$ cat config.mk
export PLATFORM = sky130hd
export DESIGN_NAME = uart_rx_frame_shifter
export DESIGN_NICKNAME = d
export VERILOG_FILES = /design/src/rtl/uart_rx_frame_shifter.sv
export SDC_FILE = /design/constraint.sdc
export NUM_CORES = 1
export LEC_CHECK = 0
export CORE_ASPECT_RATIO = 0.6
export CORE_UTILIZATION = 60
export CTS_CLUSTER_DIAMETER = 100
export CTS_CLUSTER_SIZE = 20
export DETAILED_ROUTE_END_ITERATION = 6
export GPL_TIMING_DRIVEN = 1
export HOLD_SLACK_MARGIN = 0.1
export PLACE_DENSITY = 0.82
export SETUP_SLACK_MARGIN = 0.2
export SLEW_MARGIN = 40
export SYNTH_ARGS = -nofsm -noshare
export SYNTH_HDL_FRONTEND = slang
export SYNTH_SLANG_ARGS = --single-unit
export TNS_END_PERCENT = 30
$ cat constraint.sdc
create_clock -name i_clk -period 5.07 [get_ports i_clk]
set_input_delay 0.507 -clock i_clk [delete_from_list [all_inputs] [get_ports i_clk]]
set_output_delay 0.507 -clock i_clk [all_outputs]
set_load 0.01 [all_outputs]
$ cat src/rtl/uart_rx_frame_shifter.sv
// Oversampling UART receiver: start-bit validation, LSB-first data shift, optional
// parity, one or two stop bits, and a valid/ready frame output with overrun status.
module uart_rx_frame_shifter #(
  parameter int DATA_BITS  = 8,
  parameter int PARITY     = 0,
  parameter int STOP_BITS  = 1,
  parameter int OVERSAMPLE = 16
) (
  input  logic                 i_clk,
  input  logic                 i_rst_n,
  input  logic                 i_tick,
  input  logic                 i_rx,
  output logic [DATA_BITS-1:0] o_data_out,
  output logic                 o_valid,
  input  logic                 i_ready,
  output logic                 o_frame_err,
  output logic                 o_parity_err,
  output logic                 o_overrun,
  output logic                 o_busy
);

  localparam int TW = $clog2(OVERSAMPLE);
  localparam int BW = $clog2(DATA_BITS + 1);
  localparam logic [TW-1:0] HALF_LAST = TW'(OVERSAMPLE / 2 - 1);
  localparam logic [TW-1:0] FULL_LAST = TW'(OVERSAMPLE - 1);
  localparam logic [BW-1:0] DATA_LAST = BW'(DATA_BITS - 1);
  localparam logic [BW-1:0] STOP_LAST = BW'(STOP_BITS - 1);

  typedef enum logic [2:0] {IDLE, START, DATA, PAR, STOP} state_t;

  state_t               r_state, w_stateNext;
  logic                 r_rxMeta, r_rxSync;
  logic [TW-1:0]        r_tickCnt, w_tickCntNext;
  logic [BW-1:0]        r_bitCnt, w_bitCntNext;
  logic [DATA_BITS-1:0] r_shift, w_shiftNext;
  logic                 r_frmErr, w_frmErrNext;
  logic                 r_parErr, w_parErrNext;
  logic                 w_frameDone;
  logic                 w_bitEnd;
  logic [DATA_BITS-1:0] r_dataOut;
  logic                 r_valid, r_frameErrOut, r_parityErrOut, r_overrun;

  // Two-flop synchroniser; resets to the idle (high) line level.
  always_ff @(posedge i_clk or negedge i_rst_n) begin
    if (!i_rst_n) begin
      r_rxMeta <= 1'b1;
      r_rxSync <= 1'b1;
    end else begin
      r_rxMeta <= i_rx;
      r_rxSync <= r_rxMeta;
    end
  end

  always_ff @(posedge i_clk or negedge i_rst_n) begin
    if (!i_rst_n) begin
      r_state   <= IDLE;
      r_tickCnt <= '0;
      r_bitCnt  <= '0;
      r_shift   <= '0;
      r_frmErr  <= 1'b0;
      r_parErr  <= 1'b0;
    end else begin
      r_state   <= w_stateNext;
      r_tickCnt <= w_tickCntNext;
      r_bitCnt  <= w_bitCntNext;
      r_shift   <= w_shiftNext;
      r_frmErr  <= w_frmErrNext;
      r_parErr  <= w_parErrNext;
    end
  end

  assign w_bitEnd = (r_tickCnt == FULL_LAST);

  always_comb begin
    w_stateNext   = r_state;
    w_tickCntNext = r_tickCnt;
    w_bitCntNext  = r_bitCnt;
    w_shiftNext   = r_shift;
    w_frmErrNext  = r_frmErr;
    w_parErrNext  = r_parErr;
    w_frameDone   = 1'b0;
    if (i_tick) begin
      case (r_state)
        IDLE: begin
          if (!r_rxSync) begin
            w_stateNext   = START;
            w_tickCntNext = '0;
          end
        end
        START: begin
          if (r_tickCnt == HALF_LAST) begin
            w_tickCntNext = '0;
            if (!r_rxSync) begin
              w_stateNext  = DATA;
              w_bitCntNext = '0;
              w_frmErrNext = 1'b0;
              w_parErrNext = 1'b0;
            end else begin
              w_stateNext = IDLE;
            end
          end else begin
            w_tickCntNext = r_tickCnt + 1'b1;
          end
        end
        DATA: begin
          if (w_bitEnd) begin
            w_tickCntNext = '0;
            w_shiftNext   = {r_rxSync, r_shift[DATA_BITS-1:1]};
            if (r_bitCnt == DATA_LAST) begin
              w_bitCntNext = '0;
              w_stateNext  = (PARITY != 0) ? PAR : STOP;
            end else begin
              w_bitCntNext = r_bitCnt + 1'b1;
            end
          end else begin
            w_tickCntNext = r_tickCnt + 1'b1;
          end
        end
        PAR: begin
          if (w_bitEnd) begin
            w_tickCntNext = '0;
            w_bitCntNext  = '0;
            w_stateNext   = STOP;
            w_parErrNext  = (PARITY == 1) ? (^{r_shift, r_rxSync}) : ~(^{r_shift, r_rxSync});
          end else begin
            w_tickCntNext = r_tickCnt + 1'b1;
          end
        end
        STOP: begin
          // The last stop sample ends the frame immediately so back-to-back frames are caught.
          if (w_bitEnd) begin
            w_tickCntNext = '0;
            w_frmErrNext  = r_frmErr | ~r_rxSync;
            if (r_bitCnt == STOP_LAST) begin
              w_bitCntNext = '0;
              w_stateNext  = IDLE;
              w_frameDone  = 1'b1;
            end else begin
              w_bitCntNext = r_bitCnt + 1'b1;
            end
          end else begin
            w_tickCntNext = r_tickCnt + 1'b1;
          end
        end
        default: w_stateNext = IDLE;
      endcase
    end
  end

  // A new frame replaces the held one only if the held one is gone or leaving this cycle.
  always_ff @(posedge i_clk or negedge i_rst_n) begin
    if (!i_rst_n) begin
      r_dataOut      <= '0;
      r_valid        <= 1'b0;
      r_frameErrOut  <= 1'b0;
      r_parityErrOut <= 1'b0;
      r_overrun      <= 1'b0;
    end else begin
      if (r_valid && i_ready) begin
        r_overrun <= 1'b0;
      end
      if (w_frameDone) begin
        if (!r_valid || i_ready) begin
          r_dataOut      <= w_shiftNext;
          r_frameErrOut  <= w_frmErrNext;
          r_parityErrOut <= w_parErrNext;
          r_valid        <= 1'b1;
        end else begin
          r_overrun <= 1'b1;
        end
      end else if (r_valid && i_ready) begin
        r_valid <= 1'b0;
      end
    end
  end

  assign o_data_out   = r_dataOut;
  assign o_valid      = r_valid;
  assign o_frame_err  = r_frameErrOut;
  assign o_parity_err = r_parityErrOut;
  assign o_overrun    = r_overrun;
  assign o_busy       = (r_state != IDLE);

endmodule

Word-level counts from Yosys, hierarchy flattened:

Index checks and enable logic that the tools add are counted.

* flip-flop bits (word level): 35
* input port bits: 5
* output and inout port bits: 13
* word-level logic and storage cells: 93

* add/subtract/negate cells: 2
* equality and inequality tests: 16
* muxes and demuxes: 43
* bitwise gates (word level): 3
* reductions and logical operators: 16

Operators by type and width (number)
* $mux 4: 9
* $mux 8: 3
* $mux 3: 7
* $mux 1: 18
* $ne 2x2->1 const B: 8
* $pmux 4 s4: 1
* $pmux 3 s5: 1
* $pmux 4 s3: 1
* $reduce_xor 9->1: 1
* $add 4x1->4 const B: 2
* $eq 4x3->1 const B: 2
* $reduce_and 8->1: 1
* $reduce_and 7->1: 1
* $eq 3x2->1 const B: 2
* $reduce_bool 3->1: 2
* $eq 4x4->1 const B: 1
* $logic_not 4->1: 1
* $pmux 1 s2: 2
* $reduce_and 2->1: 2
* $reduce_bool 4->1: 1
* $eq 3x1->1 const B: 1
* $eq 3x3->1 const B: 1
* $logic_not 3->1: 1
* $reduce_and 3->1: 1
* 9 further kinds: 10

Longest topological paths before layout:

Gate-level depths: netlist (run 1).

* depth after elaboration: 7
* mapped depth: 7
* mapped depth without buffers: 7

Worst setup path before layout (run 1):

OpenSTA, ideal clock, no wires.

* kind: register -> register
* start point: register r_bitCnt[0]
* end point: register r_dataOut[0], in the netlist o_data_out[0]
* library setup time: 0.125 ns
* arrival time: 1.792 ns
* setup slack: 3.153 ns
* stages on the path, launching flop included: 7
* clock period less this slack: 1.917 ns
* cell sequence: dfrtp_1 inv_1 ha_1 or3b_4 or3_4 buf_6 mux2_4

* word-level cells in the longest chain between the ends: 6

RTL lines
* from (decl): RTL line 34 `logic [BW-1:0] r_bitCnt, w_bitCntNext;`
* from (signal assigned): RTL line 65 `r_bitCnt <= w_bitCntNext;`
* $logic_not 4->1: RTL line 134 `if (r_bitCnt == STOP_LAST) begin`
* $mux 1: RTL line 134
* $mux 1: RTL line 131 `if (w_bitEnd) begin`
* $mux 1: RTL line 83 `case (r_state)`
* $mux 1: RTL line 82 `if (i_tick) begin`
* $reduce_and 2->1 (no source line)
* to (signal assigned): RTL line 164 `r_dataOut <= w_shiftNext;`
* to (decl): RTL line 40 `logic [DATA_BITS-1:0] r_dataOut;`

No other way between the ends.
A chain may end at the register's enable or synchronous reset.

Worst setup path after layout (run 1):

* start point: register r_state[0]
* end point: output o_busy

* word-level cells in the longest chain between the ends: 1

RTL lines
* from (decl): RTL line 31 `state_t r_state, w_stateNext;`
* from (signal assigned): RTL line 63 `r_state <= w_stateNext;`
* $reduce_bool 3->1: RTL line 182 `assign o_busy = (r_state != IDLE);`
* to (decl): RTL line 19 `output logic o_busy`

No other way between the ends.

==> flow_summary.toml, run 1 <==
[run_status]
result_of_the_run = "finished clean"

[floorplanning]
pin_count = 18
initial_core_utilization_pct = 67.5
die_y_um = 44.4
design.core.area_um2 = 2660
die-area_um2 = 3230
die-width_um = 72.7
num_rows = 14

[cts]
insertion_delay_ns = 0.29
postCtsSetupBuffers = 0
number_of_buffers_on_the_longest_clock_path = 2
tritoncts.num_buffers = 5
cts_root_buffer = "clkbuf_8"
post_cts_resize_count = 0
tritoncts = "done"
cts_max_level = 2
holdBufCountCts = 0
clock-sinks = 35
path_clk_slew_ns = 0.07

[routing]
dr_total_vias = 1227
routed_wl_mm = 3.35
tritonroute_pass_1_iters = 4
post_drt_via_cell_ratio = 5.79
ant_nets = 0
drt_drc = 0
detail_route.iter0.violations = 55
post_drt_wl_per_cell_um = 15.8

[global_routing]
global_route_wire_length_before_repair_mm = 5.98
vias_in_the_first_global_route = 1240
grt_overflow = 0
track_usage_pct = 25.8
antenna_violations_before_repair = 0
grt_start_max_net_pins = 36

[placed_design]
place.port_buffers = 17
post-place-ws_ns = 2.57
place_congestion = 0.838
dp.final_hpwl_mm = 2.38

[yosys]
synth.net_count = 162
synthCells = 154
cell_taking_the_most_area_after_synthesis = "dfrtp_1"
netlist-cell-type-count = 47
synth.cell_area_um2 = 1800
synthesis.yosys.warnings = 0
commonest_cells_in_the_netlist = "dfrtp_1, mux2_2, o21ai_0, mux2_4, nand3_1"
synth_simple_gate_area_share_pct = 15.7
multiplexer_fraction_of_the_synthesized_cell_area_pct = 14.7
synth-seq-area-share_pct = 48.9
async_reset_ff_share_pct = 100
synth_edf_count = 0
yosys-top-cells-area = "dfrtp_1, mux2_2, mux2_4"
synth_compound_area_share_pct = 10.3
yosys.area_share.adder_pct = 2.09
synthMostInstantiatedCell = "dfrtp_1"
synth.top_cell.area_share_pct = 45.9
synth-main-ff-cell = "dfrtp_1"
synth-xor-area-share_pct = 4.18
ys_seq_elements = 35
synth_top_family_by_area = "simple AND/OR/NAND/NOR gates"
synth.avg_cell_area_um2 = 11.7

[pwr]
p_int_mw = 0.530
standby_leakage_power_nw = 0.975
power_switching_share_pct = 29.9
p_switching_mw = 0.225
power_frac_comb_pct = 19.6
clkPwrFrac_pct = 34.6
seq_power_share_pct = 45.8
pwr_density_cell_nw_per_um2 = 360
power.ir.vdd_worst_v = 0.000276

[setup_path]
crit_path_max_fanout = 11
critical_path_cell_by_cell = "or3_1 > clkdlybuf4s50_1"
slowest_delay_ns = 0.52
cpMaxStageDelayCell = "clkdlybuf4s50_1"
worstPathBufferInverterCount = 1
worst_setup_path_end_kind = "output port"
regToRegStartpoint = "r_state[1]"
reg2reg_capture_point = "o_data_out[7]"
ff2ff_setup_slack_ns = 2.79
cp.required_ns = 4.56
startpoint_type = "flop"
reg2regPathDepth = 4
crit_family = "buffers and inverters"
path_class = "reg2out"
worst_ep_arrival_time_ns = 1.81

[timing]
slew-limit-headroom_pct = 67.6
setup_violations = 0
timing_worst_slew_pin_value_ns = 0.479
holdWs_ns = 0.362
report.final.slew_viol_count = 0
final_hold_violation_count = 0
time_the_worst_path_needs_with_i_o_delays_and_setup_ns = 2.31
layout_setup_ws_ns = 2.76
grt_setup_unrepaired = "no"
clock_skew_ns = 0.00288
setup_total_negative_slack_ns = 0
achievable-frequency_mhz = 432
final_min_period_over_clock_period_pct = 45.6

[finish]
num_antenna_cells = 0
area_growth_pct = 16.5
fraction_of_final_layout_cells_sized_beyond_drive_strength_1_pct = 22.1
post_layout_utilization_of_the_core_pct = 78.7
nets = 179

[job]
drv_cap = 0

[worst_hold_path]
hold_end = "r_rxSync"
whs_path_depth = 0
timing.hold.worst.class = "reg2reg"
holdCritStartpoint = "r_rxMeta"
==> metrics by stage <==
stage | area (um^2) | cells | power, mW
6_report | 2090 | 212 | 0.755
5_1_grt | 2090 | 212 | 0.799
4_1_cts | 2090 | 212 | 0.760
3_5_place_dp | 1980 | 204 | 0.497
3_3_place_gp | 1980 | 204 | 0.485
2_1_floorplan | 1800 | 154 | 0.452
==> placed cells by master (no fill, tap or decap), types with 3 or more instances in the layout <==
master,Yosys,routed
clkdlybuf4s50_1,0,17
mux2_4,8,8
nor2_1,7,7
xnor2_1,4,4
nand3b_1,3,3
nand2_1,7,7
nand3_1,8,8
nor2b_1,3,3
inv_1,7,7
mux2_2,11,11
dfrtp_1,33,33
ha_1,3,3
o21ai_0,9,9
a21oi_1,6,6
nor4_1,3,3
clkbuf_8,0,6
==> power groups by stage <==
stage,sequential (mW),combinational [mW],clock [mW]
6_report,0.346,0.148,0.261
5_1_grt,0.353,0.166,0.280
4_1_cts,0.345,0.148,0.267
3_5_place_dp,0.350,0.147,0
3_3_place_gp,0.347,0.138,0
2_1_floorplan,0.333,0.119,0
==> logic make-up after synthesis <==
| group | after synthesis |
|---|---|
| simple gates | 45 |
| buf+inv | 15 |
| compound gates | 28 |
| fa+ha+maj | 3 |
| flops | 35 |
| mux | 21 |
| xor+xnor | 7 |
==> how the worst max path moves through the flow <==
stage,start,depth (start not counted),endpoint
after detailed placement,i_tick,4,o_data_out[4]
after floorplan,r_bitCnt[0],6,o_data_out[0]
final,r_state[0],2,o_busy
after CTS,r_state[0],2,o_busy
after global routing,r_state[1],4,o_data_out[7]
after global placement,i_tick,4,o_data_out[7]
==> registers in the layout, indices dropped and copies added, names as in the netlist <==
name          count
o_data_out        8
o_frame_err       1
o_overrun         1
o_parity_err      1
o_valid           1
r_bitCnt          4
r_frmErr          1
r_parErr          1
r_rxMeta          1
r_rxSync          1
r_shift           8
r_state           3
r_tickCnt         4
==> metal layers <==
metal / track usage, % / share of wire [%] / vias up
li1: - / - / 587
met1: 37.0 / 49 / 606
met2: 38.9 / 45 / 30
met3: 7.06 / 4.3 / 4
met4: 8.24 / 1.3 / 0
met5: 0 / 0 / -
==> layout make-up <==
cell class	count	area, um^2
Sequential cell	35	878
Multi-Input combinational cell	104	845
Fill cell	171	568
Timing Repair Buffer	18	178
Clock buffer	6	82.6
Tap cell	40	50.0
Clock inverter	2	35.0
Inverter	7	26.3
(Power assumes the default switching activity.)
==> run 2: changes to the inputs <==
CORE_UTILIZATION = 50   (was 60)
PLACE_DENSITY = 0.73   (was 0.82)
clock period = 2.1 ns   (was 5.07 ns; I/O delays follow)
==> flow_summary.toml, run 2 (synthesis results as in run 1) <==
[routing]
post_drt_wl_per_cell_um = 16.6
routed-wl-met3_um = 294
route.layer.met1.wl_mm = 1.83
detail_route.iter0.violations = 109
post_drt_via_cell_ratio = 5.68
routed_wl_mm = 3.99
dr_total_vias = 1362
drt_drc = 0
ant_nets = 0
highest_layer = "met4"
met2RoutedLength_mm = 1.83
tritonroute_pass_1_iters = 4

[cts]
tritoncts.num_buffers = 5
holdBufCountCts = 0
number_of_buffers_on_the_longest_clock_path = 2
path_clk_slew_ns = 0.08
insertion_delay_ns = 0.29
clock-sinks = 35
cts_root_buffer = "clkbuf_8"
cts_max_level = 2
tritoncts = "done"

[pwr]
pwr_density_cell_nw_per_um2 = 833
power.ir.vdd_worst_v = 0.000439
standby_leakage_power_nw = 1.08
totalPowerFinal_mw = 1.92

[floorplanning]
die-area_um2 = 3850
pin_count = 18
num_rows = 16
design.core.area_um2 = 3340
die_y_um = 48.5
initial_core_utilization_pct = 53.8
die-width_um = 79.4

[timing]
achievable-frequency_mhz = 519
report.final.slew_viol_count = 0
clock_skew_ns = 0.00709
timing_worst_slew_pin_value_ns = 0.421
final_hold_violation_count = 0
time_the_worst_path_needs_with_i_o_delays_and_setup_ns = 1.93
grt_setup_unrepaired = "yes"
slew-limit-headroom_pct = 71.6
final_min_period_over_clock_period_pct = 91.7
setup_violations = 0
setup_total_negative_slack_ns = 0

[setup_path]
startpoint_type = "flop"
worst_setup_path_end_kind = "flop"
worst_ep_arrival_time_ns = 2.10
regToRegStartpoint = "r_tickCnt[1]"
crit_path_max_fanout = 8
cp-startpoint = "r_tickCnt[1]"
cp.required_ns = 2.27
path_class = "reg2reg"

[global_routing]
track_usage_pct = 23.4
grt_overflow = 0
vias_in_the_first_global_route = 1361
global_route_wire_length_before_repair_mm = 6.71
grt_start_max_net_pins = 36
antenna_violations_before_repair = 0

[finish]
area_growth_pct = 28.5
nets = 202
num_antenna_cells = 0
final-instance-count-excl-fill = 240
layout.cells.most_common = "dfrtp_1"
mostFrequentLayoutCells = "dfrtp_1, buf_4, clkdlybuf4s50_1"
fraction_of_final_layout_cells_sized_beyond_drive_strength_1_pct = 36.4
post_layout_utilization_of_the_core_pct = 69.1

[worst_hold_path]
timing.hold.worst.class = "in2async"

[job]
drv_cap = 0

[placed_design]
dp.final_hpwl_mm = 2.59
place_inst = 216
place_congestion = 0.793
place.port_buffers = 17

[run_status]
result_of_the_run = "finished clean"
[run 2: final cells by class]
| type | count | area (um^2) |
|---|---|---|
| Fill cell | 231 | 1030 |
| Inverter | 7 | 26.3 |
| Clock inverter | 2 | 16.3 |
| Sequential cell | 35 | 882 |
| Timing Repair Buffer | 40 | 349 |
| Multi-Input combinational cell | 105 | 897 |
| Tap cell | 45 | 56.3 |
| Clock buffer | 6 | 82.6 |
[run 2: timing repair]
action | CTS | global route
cloned | 1 | 0
pin swaps | 1 | 2
endpoints found under the setup margin | 13 | 15
gates resized for setup | 11 | 5
buffers inserted | 5 | 10
[run 2: per-layer routing]
metal	GRT usage (%)	vias to the layer above
li1	-	634
met1	33.3	667
met3	7.17	5
met4	6.67	0
met5	0	-
met2	34.8	56
[run 2: metrics by stage]
stage | hold WS [ns] | setup WS [ns] | cell area, um^2
2_1_floorplan | -0.0856 | 0.199 | 1800
3_3_place_gp | 0.346 | 0.139 | 2040
3_5_place_dp | 0.347 | 0.0633 | 2040
4_1_cts | 0.316 | 0.172 | 2210
5_1_grt | 0.320 | 0.134 | 2310
6_report | 0.325 | 0.174 | 2310
[run 2: critical path: stages (launching register included)]
cell and delay (ns):
dfrtp_1 0.40, ha_4 0.17, and3_4 0.21, and4_1 0.23, buf_6 0.15, mux2_2 0.36
mux2_4 0.28
[run 2: path summary, 6_finish.rpt]
path	slack, ns	endpoint	depth (start not counted)
max	0.17	o_data_out[1]	6
min	0.32	r_tickCnt[1]	2
max reg2reg	0.17	o_data_out[1]	6
min reg2reg	0.36	r_rxSync	0
max in group asynchronous	1.43	r_rxSync	2
min in group i_clk	0.33	r_rxMeta	1
[run 2: where the power goes]
| group | internal, mW | leakage (nW) | switching (mW) |
|---|---|---|---|
| clock network | 0.268 | 0.0474 | 0.254 |
| logic | 0.294 | 0.560 | 0.275 |
| registers | 0.742 | 0.473 | 0.0908 |
| total | 1.30 | 1.08 | 0.620 |
